==> src/rtl/full_adder_bist_pkg.sv <==
// Shared types and golden model for the full-adder built-in self-test.
// Holds the FSM state encoding, the vector count and the reference adder.
package full_adder_bist_pkg;

  typedef enum logic [2:0] {
    ST_IDLE,
    ST_DRIVE,
    ST_SETTLE,
    ST_CHECK,
    ST_DONE
  } state_e;

  localparam int NUM_VECTORS = 8;

  // Returns {carry, sum}.
  function automatic logic [1:0] fa_golden(input logic a, input logic b, input logic c);
    return {(a & b) | (a & c) | (b & c), a ^ b ^ c};
  endfunction

endpackage

==> src/rtl/full_adder.sv <==
// Single-bit combinational full adder, the cell exercised by full_adder_bist.
// Zero latency; no flow control.
module full_adder (
  input  logic a,
  input  logic b,
  input  logic c,
  output logic sum,
  output logic carry
);

  assign sum   = a ^ b ^ c;
  assign carry = (a & b) | (a & c) | (b & c);

endmodule

==> src/rtl/full_adder_selftest.sv <==
// Pairs full_adder_bist with one full_adder instance for in-silicon self-test.
// Latency and start handling are those of full_adder_bist.
module full_adder_selftest #(
  parameter int SETTLE_CYCLES = 1,
  parameter bit CONTINUOUS    = 1'b0
) (
  input  logic       clk,
  input  logic       rst,
  input  logic       start,
  output logic       busy,
  output logic       done,
  output logic       pass,
  output logic [7:0] fail_vec,
  output logic [3:0] err_count
);

  logic fa_a, fa_b, fa_c, fa_sum, fa_carry;

  full_adder u_fa (
    .a     (fa_a),
    .b     (fa_b),
    .c     (fa_c),
    .sum   (fa_sum),
    .carry (fa_carry)
  );

  full_adder_bist #(
    .SETTLE_CYCLES (SETTLE_CYCLES),
    .CONTINUOUS    (CONTINUOUS)
  ) u_bist (
    .clk       (clk),
    .rst       (rst),
    .start     (start),
    .a_out     (fa_a),
    .b_out     (fa_b),
    .c_out     (fa_c),
    .sum_in    (fa_sum),
    .carry_in  (fa_carry),
    .busy      (busy),
    .done      (done),
    .pass      (pass),
    .fail_vec  (fail_vec),
    .err_count (err_count)
  );

endmodule

==> src/rtl/full_adder_bist.sv <==
// On-chip stimulus generator and checker for one full_adder: 8 vectors, golden compare.
// Latency: done SETTLE_CYCLES*8+18 cycles after start; start ignored while a run is active.
module full_adder_bist
  import full_adder_bist_pkg::*;
#(
  parameter int SETTLE_CYCLES = 1,
  parameter bit CONTINUOUS    = 1'b0
) (
  input  logic       clk,
  input  logic       rst,
  input  logic       start,
  output logic       a_out,
  output logic       b_out,
  output logic       c_out,
  input  logic       sum_in,
  input  logic       carry_in,
  output logic       busy,
  output logic       done,
  output logic       pass,
  output logic [7:0] fail_vec,
  output logic [3:0] err_count
);

  localparam logic [3:0] SETTLE_LOAD = 4'(SETTLE_CYCLES - 1);
  localparam logic [2:0] LAST_IDX    = 3'(NUM_VECTORS - 1);

  state_e     state_q, state_d;
  logic [2:0] idx_q, idx_d;
  logic [2:0] abc_q, abc_d;
  logic [3:0] cnt_q, cnt_d;
  logic       busy_q, busy_d;
  logic       done_q, done_d;
  logic       pass_q, pass_d;
  logic [7:0] fail_q, fail_d;
  logic [3:0] err_q, err_d;

  logic [1:0] gold;
  logic       mism;
  logic [7:0] fail_base;
  logic [3:0] err_base;

  assign gold = fa_golden(idx_q[2], idx_q[1], idx_q[0]);
  // Case inequality so an unknown response is judged a mismatch.
  assign mism = ({carry_in, sum_in} !== gold);

  // Results of the previous run survive until vector 0 of the next run is judged.
  assign fail_base = (idx_q == 3'd0) ? 8'h00 : fail_q;
  assign err_base  = (idx_q == 3'd0) ? 4'd0  : err_q;

  always_comb begin
    state_d = state_q;
    idx_d   = idx_q;
    abc_d   = abc_q;
    cnt_d   = cnt_q;
    busy_d  = busy_q;
    done_d  = 1'b0;
    pass_d  = pass_q;
    fail_d  = fail_q;
    err_d   = err_q;
    case (state_q)
      ST_IDLE: begin
        if (start) begin
          state_d = ST_DRIVE;
          idx_d   = 3'd0;
          fail_d  = 8'h00;
          err_d   = 4'd0;
          pass_d  = 1'b0;
          busy_d  = 1'b1;
        end
      end
      ST_DRIVE: begin
        abc_d   = idx_q;
        cnt_d   = SETTLE_LOAD;
        state_d = ST_SETTLE;
      end
      ST_SETTLE: begin
        busy_d = 1'b1;
        if (cnt_q == 4'd0) begin
          state_d = ST_CHECK;
        end else begin
          cnt_d = cnt_q - 4'd1;
        end
      end
      ST_CHECK: begin
        fail_d = fail_base | (8'(mism) << idx_q);
        err_d  = err_base + 4'(mism);
        if (idx_q == 3'd0) begin
          pass_d = 1'b0;
        end
        if (idx_q == LAST_IDX) begin
          state_d = ST_DONE;
        end else begin
          idx_d   = idx_q + 3'd1;
          state_d = ST_DRIVE;
        end
      end
      ST_DONE: begin
        done_d = 1'b1;
        busy_d = 1'b0;
        pass_d = (err_q == 4'd0);
        if (CONTINUOUS) begin
          // Vector 0 is driven here so back-to-back runs repeat every 8*(SETTLE_CYCLES+2) cycles.
          idx_d   = 3'd0;
          abc_d   = 3'd0;
          cnt_d   = SETTLE_LOAD;
          state_d = ST_SETTLE;
        end else begin
          state_d = ST_IDLE;
        end
      end
      default: state_d = ST_IDLE;
    endcase
  end

  always_ff @(posedge clk) begin
    if (rst) begin
      state_q <= ST_IDLE;
      idx_q   <= 3'd0;
      abc_q   <= 3'd0;
      cnt_q   <= 4'd0;
      busy_q  <= 1'b0;
      done_q  <= 1'b0;
      pass_q  <= 1'b0;
      fail_q  <= 8'h00;
      err_q   <= 4'd0;
    end else begin
      state_q <= state_d;
      idx_q   <= idx_d;
      abc_q   <= abc_d;
      cnt_q   <= cnt_d;
      busy_q  <= busy_d;
      done_q  <= done_d;
      pass_q  <= pass_d;
      fail_q  <= fail_d;
      err_q   <= err_d;
    end
  end

  assign {a_out, b_out, c_out} = abc_q;
  assign busy      = busy_q;
  assign done      = done_q;
  assign pass      = pass_q;
  assign fail_vec  = fail_q;
  assign err_count = err_q;

endmodule
==> config.mk <==
export PLATFORM = sky130hd
export DESIGN_NAME = full_adder_selftest
export DESIGN_NICKNAME = d
export VERILOG_FILES = /design/src/rtl/full_adder_bist_pkg.sv /design/src/rtl/full_adder.sv /design/src/rtl/full_adder_selftest.sv /design/src/rtl/full_adder_bist.sv
export SDC_FILE = /design/constraint.sdc
export NUM_CORES = 1
export LEC_CHECK = 0
export CORE_ASPECT_RATIO = 1.2
export CORE_MARGIN = 3
export CORE_UTILIZATION = 38
export DETAILED_ROUTE_END_ITERATION = 10
export HOLD_SLACK_MARGIN = 0.02
export PLACE_DENSITY = 0.59
export SYNTH_ARGS = -nofsm -noshare
export SYNTH_HDL_FRONTEND = slang
export SYNTH_HIERARCHICAL = 1
export SYNTH_SLANG_ARGS = --single-unit
==> constraint.sdc <==
create_clock -name clk -period 2.2 [get_ports clk]
set_clock_uncertainty 0.2 [all_clocks]
set_input_delay 0.22 -clock clk [delete_from_list [all_inputs] [get_ports clk]]
set_output_delay 0.22 -clock clk [all_outputs]
set_load 0.02 [all_outputs]
==> results.md, run 1 <==
- Top post-synthesis cells by area: dfxtp_1 39%, ha_1 6.0%, mux2i_1 3.4%
- Htree depth: 1
- Post-CTS Hold Buffers: 0
- Cell type with the largest total area after synthesis: dfxtp_1
- Synthesis-to-layout area growth: 20.4%
- Clock Latency Late Sink: 0.27 ns
- PwrDens: ~700 nW/um^2
- IO buf count: 17
- Filler Cell Count: 386
- DR pass1 iterations: 4
- Endpoints failing setup: 0
- Max-slew violations: 0
- Hold_sp: u_bist/fail_vec[2]
- Data required, critical path: 2.21 ns
- Postcts setup bufs: 0
- Ys Warns: 6
- Worst hold endpoint: u_bist/fail_vec[2]
- Clock net sink count: 28
- Net Sw Power: 0.406 mW
- Comb pwr share: 27.9%
- Clock buffer count from CTS: 3
- Syn Area/Cell: ~10 sq um
- Synthesized Nets: 159
- Fin crit period: 2.14 ns
- Worst hold path depth: 1
- Type of the worst setup path: reg -> reg
- Vias in the first global route: around 1,200
- R2R Path Start: u_bist/idx_q[2]
- Site Rows: 24
- Max Cap Violations: 0
- Seq/Total Area, Yosys: 38.6%
- GRT overflow: 0
- Slew HR: 48.8%
- DRC Markers: 0
- Sequential cell area: roughly 560 sq um
- Clock Pin Slew Worst Setup and Hold Paths: approximately 0.1 ns
- Worst-margin pin slew: 0.757 ns
- Worst setup slack after layout: ~0.058 ns
- Placed cells: between 200 and 250
- Area of the multi-input gates: 808 sq um
- Outcome: completed
- Global-route wire length before repair: 5670 um
- Synth cell types: 46
- Max VDD drop: 305 uV
- Die ar.: around 4600 sq um
- DP Worst Slack: 0.0329 ns
- CTS tree: done
- Largest net degree at the start of global routing: 16
- Fin cells: 222
- Die height: 73.8 um
- Sw frac: 33.2%
- Antenna Diode Count: 0
- Post-DRT Antenna Nets: 0
- Flop pwr share: 49.5%
- GPL Wtd Cong: between 0.8 and 0.9
- Internal Power: around 0.82 mW
- Nature of the critical path startpoint: flop
- Placed Area: 1710 sq um
- DP HPWL: roughly 2500 um
- CTS Root Cell: clkbuf_8
- Cell count after synthesis: 147
- FF-to-FF path depth: 9
- Worst Path Max Fanout: 2
- Most frequent cells in the layout: 25 x dfxtp_1, 17 x clkdlybuf4s50_1, 10 x buf_4
- Share of layout cells above drive strength 1: 18.2%
- Reg2reg setup slack: 0.06 ns
- Finished Cell Area: 1750 sq um
- Via count: between 1,000 and 1,500
- Post-synth EDFFs: 0
- Layout Nets: approximately 180
- Top Ports: 18
- Post-synth top area share: 38.6%
- F_max: around 0.47 GHz
- Part of the cycle the worst path needs: 97.4%
- Syn Std Cell Area: about 1500 sq um
- Clock Power Share: 22.6%
- FF+latch count, synth: 28
- FF-to-FF End: u_bist/err_count[2]
- WHS: 0.275 ns
- Iteration-0 DRC Markers: 46
- Starting density of the core: between 30% and 40%
- DR vias/cell: 5.35
- Top_reg_cell synth: dfxtp_1
- P_leak: ~0.64 nW
- Ys async rst share: 0%
- RSZ-0062 raised after global routing: true
- Hold Fails Final Rpt: 0
- Critical path startpoint: u_bist/idx_q[2]
- CP Capture Type: flop
- Worst EP arrival: 2.15 ns
- Die width: between 60 and 70 um
- Wire length per cell: between 15 and 20 um
- Hold Crit Class: reg -> reg
- Antenna violations before repair: 0
- GRT Total Usage: 15.1%
- CTS max path bufs: 2
- Final core utilization: 47.8%
- Most common library cell in the layout ignoring fill and taps: dfxtp_1
- Placeable Area: between 3000 and 4000 sq um
- WL final: 3340 um
-- critical path, cell delays in order, from the launching register on --
cell	delay, ns
dfxtp_2	0.34
inv_2	0.04
fa_1	0.54
xor2_1	0.18
nand2_1	0.10
ha_2	0.20
ha_2	0.17
inv_2	0.05
nand4_1	0.09
a31oi_1	0.17
-- power groups by stage --
stage	clock [mW]	sequential, mW	combinational (mW)
floorplan	0	0.588	0.291
global placement	0	0.611	0.331
detailed placement	0	0.616	0.341
CTS	0.290	0.604	0.342
global route	0.303	0.617	0.383
finish	0.277	0.606	0.341
-- synthesized netlist by cell type (all sizes together) (5+ instances only) --
master,instances
nand2,9
nand3,6
clkbuf,6
or4,5
ha,7
dfxtp,28
nor2,7
a21oi,8
mux2i,5
inv,7
-- registers in the layout (all words and copies together) (netlist names) --
name	flops
u_bist/idx_q	3
u_bist/pass	1
u_bist/done	1
u_bist/abc_q	3
u_bist/state_q	3
u_bist/err_count	4
u_bist/busy	1
u_bist/fail_vec	8
u_bist/cnt_q	4
-- per-layer routing --
metal / vias up / track usage [%] / wire, um
li1: 594 / - / -
met1: 577 / 19.1 / 1520
met2: 15 / 26.4 / 1710
met3: 2 / 2.60 / 88
met4: 0 / 4.90 / 15
met5: - / 0 / 0
-- final cells by class --
cell class / instances / share of cell area (%)
timing repair buffer: 27 / 14.0
multi-input combinational: 105 / 46.2
sequential: 28 / 32.2
tap: 52 / 3.72
clock buffer: 3 / 2.36
inverter: 7 / 1.50
-- worst max-delay path by stage --
stage	cells past startpoint	slack (ns)	to
floorplan	10	0.008	u_bist/err_count[2]
global placement	9	0.11	u_bist/err_count[2]
detailed placement	9	0.03	u_bist/err_count[2]
finish	9	0.06	u_bist/err_count[2]
global route	9	-0.12	u_bist/err_count[2]
CTS	9	0.02	u_bist/err_count[2]
-- logic make-up (layout without fill, tap and decap cells) --
logic type               Yosys count  in the layout  synth area share (%)
buffers and inverters             14             37                  6.20
XOR/XNOR                           3              3                  1.81
flip-flops                        28             28                  38.6
adder cells (fa/ha/maj)            9              9                  8.78
AND/OR/NAND/NOR                   59             59                  25.4
AO/OA/AOI/OAI                     28             28                  15.1
multiplexers                       6              6                  4.22
-- metrics by stage --
step                      power (mW)  TNS, ns
after CTS                       1.24        0
after global placement         0.943        0
after global routing            1.30   -0.183
after detailed placement       0.957        0
after floorplan                0.879        0
final                           1.22        0
-- repair_timing --
item                       4_1_cts  5_1_grt
hold endpoints to repair         0        0
setup endpoints to repair        0        2
resized for setup                0        4
(Power assumes the default switching activity.)
==> inputs of run 2 (changes only) <==
--- a/config.mk
+++ b/config.mk
@@ -9,6 +9,7 @@
 export CORE_MARGIN = 3
 export CORE_UTILIZATION = 38
 export DETAILED_ROUTE_END_ITERATION = 10
+export GPL_TIMING_DRIVEN = 1
 export HOLD_SLACK_MARGIN = 0.02
 export PLACE_DENSITY = 0.59
 export SYNTH_ARGS = -nofsm -noshare
==> constraint.sdc (replaced) <==
create_clock -name clk -period 1.9 [get_ports clk]
set_clock_uncertainty 0.2 [all_clocks]
set_input_delay 0.19 -clock clk [delete_from_list [all_inputs] [get_ports clk]]
set_output_delay 0.19 -clock clk [all_outputs]
set_load 0.02 [all_outputs]
==> run 2 against run 1 <==
Net effect: flip-flop and latch count did not move; wire length rose by 5.6%; non-clock buffer count rose by 12; final cell count rose by 5.9%; the run now ends with negative setup slack left; clock power rose by 30%; combinational power rose by 43%; count of clock-buffer cells in the layout rose by 1; largest cell class unchanged.
==> results.md, run 2 (synthesized netlist as in run 1, its figures left out) <==
- Die height: 73.8 um
- Part of the cycle the worst path needs: 113%
- Worst setup slack after layout: -0.251 ns
- Final core utilization: approximately 53%
- F_max: 0.465 GHz
- Critical path startpoint: u_bist/idx_q[1]
- Iteration-0 DRC Markers: 35
- Hold Fails Final Rpt: 0
- Wire length per cell: between 10 and 15 um
- DP HPWL: 2650 um
- Nature of the critical path startpoint: flop
- Worst Path Max Fanout: 4
- IO buf count: 17
- Clock Latency Late Sink: 0.27 ns
- Fin cells: ~240
- Htree depth: 1
- Fin crit period: 2.15 ns
- WHS: 0.281 ns
- Worst-margin pin slew: 0.554 ns
- GR Layer Usage met1: 18.4%
- Via count: 1,253
- WL final: 3520 um
- Antenna violations before repair: 0
- Clock net sink count: 28
- DR pass1 iterations: 4
- Clock Pin Slew Worst Setup and Hold Paths: 0.09 ns
- Endpoints failing setup: 12
- Critical path buffer and inverter count: 4
- Synthesis-to-layout area growth: 32.9%
- Die ar.: 4610 sq um
- Clock buffer count from CTS: 3
- GRT overflow: 0
- Top delay family on crit path: adder cells
- Slew HR: between 60 and 70%
- Layout Nets: 196
- Critical-path cell list: inv_4 -> fa_1 -> xor2_2 -> nand2_2 -> buf_4 -> buf_6 -> buf_6 -> a32o_1
- Slowest cell delay on critical path: 0.57 ns
- Most common library cell in the layout ignoring fill and taps: dfxtp_1
- Starting density of the core: 39.7%
- Setup TNS Final: -1.96 ns
- Max Cap Violations: 0
- Tot Pwr: 1.55 mW
- Data required, critical path: about 1.9 ns
- Antenna Diode Count: 0
- CTS tree: done
- CTS max path bufs: 2
- RSZ-0062 raised after global routing: true
- Share of layout cells above drive strength 1: 30.6%
- CP most frequent cell: buf_6
- Top Ports: 18
- Placed cells: roughly 230
- P_leak: 0.710 nW
- GPL Wtd Cong: 0.808
- GR Util met2: 30.7%
- DR vias/cell: around 5.3
- Hold Crit Class: reg -> reg
- Type of the worst setup path: reg -> reg
- Worst EP arrival: ~2.1 ns
- Gr busiest metal: met2
- Routing usage on met3: under 10%
- Global-route wire length before repair: roughly 6000 um
- Max reg flops: 8
- Failing checks: negative setup slack
- R2R Path Start: u_bist/idx_q[1]
- CTS Root Cell: clkbuf_8
- Placeable Area: about 3700 sq um
- Max VDD drop: 454 uV
- GRT Total Usage: 16.5%
- Outcome: complete, but fails checks
- Worst path slowest cell: fa_1
- CP Capture Type: flop
- Die width: ~62 um
- DRC Markers: 0
- Vias in the first global route: 1,281
- Most frequent cells in the layout: 23 x dfxtp_1, 20 x buf_4, 17 x clkdlybuf4s50_1
- Max-slew violations: 0
- Hold_sp: u_bist/busy
- Post-DRT Antenna Nets: 0
- Largest net degree at the start of global routing: 16
- PwrDens: 803 nW/um^2
- Site Rows: 24
-- run 2: changes by cell type in the layout (fill, tap and decap cells not counted), sizes merged --
cell and delta:
clkbuf +1, buf +12
-- run 2: metal layers --
layer / vias up / part of all wire (%)
met2: 18 / 54
met5: - / 0
li1: 622 / -
met4: 0 / 1.7
met1: 609 / 42
met3: 4 / 2.4
-- run 2: timing repair --
action	in CTS	in global routing
endpoints found under the setup margin	14	19
endpoints found under the hold margin	0	0
pin swaps	3	6
gates resized for setup	6	10
buffers inserted	1	4
hold buffers	0	0
-- run 2: final timing paths --
kind                        endpoint  slack, ns  depth (start not counted)
setup / recovery  u_bist/fail_vec[3]      -0.25                          8
hold / removal           u_bist/busy       0.28                          2
setup reg to reg  u_bist/fail_vec[3]      -0.25                          8
hold reg to reg          u_bist/busy       0.28                          2
-- run 2: worst min-delay path: stages (launching register included) --
cell and delay [ns]:
dfxtp_1 0.33, nand2_1 0.06, a21oi_1 0.05
-- run 2: cell type report --
cell class | count | area, sq um
clock buffers | 4 | 55.1
fillers | 345 | 1730
inverters | 7 | 28.8
multi-input cells | 105 | 873
flip-flops and latches | 28 | 567
well taps | 52 | 65.1
repair buffers | 39 | 343
-- run 2: power by group --
part           internal [mW]  switching, mW  leakage, nW
Combinational          0.245          0.243        0.452
Sequential             0.630         0.0732        0.229
Clock                  0.185          0.175       0.0288
-- run 2: stage by stage --
step | setup slack [ns] | area, sq um
after floorplan | -0.251 | 1490
after global placement | -0.166 | 1790
after detailed placement | -0.233 | 1790
after CTS | -0.209 | 1880
after global routing | -0.336 | 1930
final | -0.251 | 1930
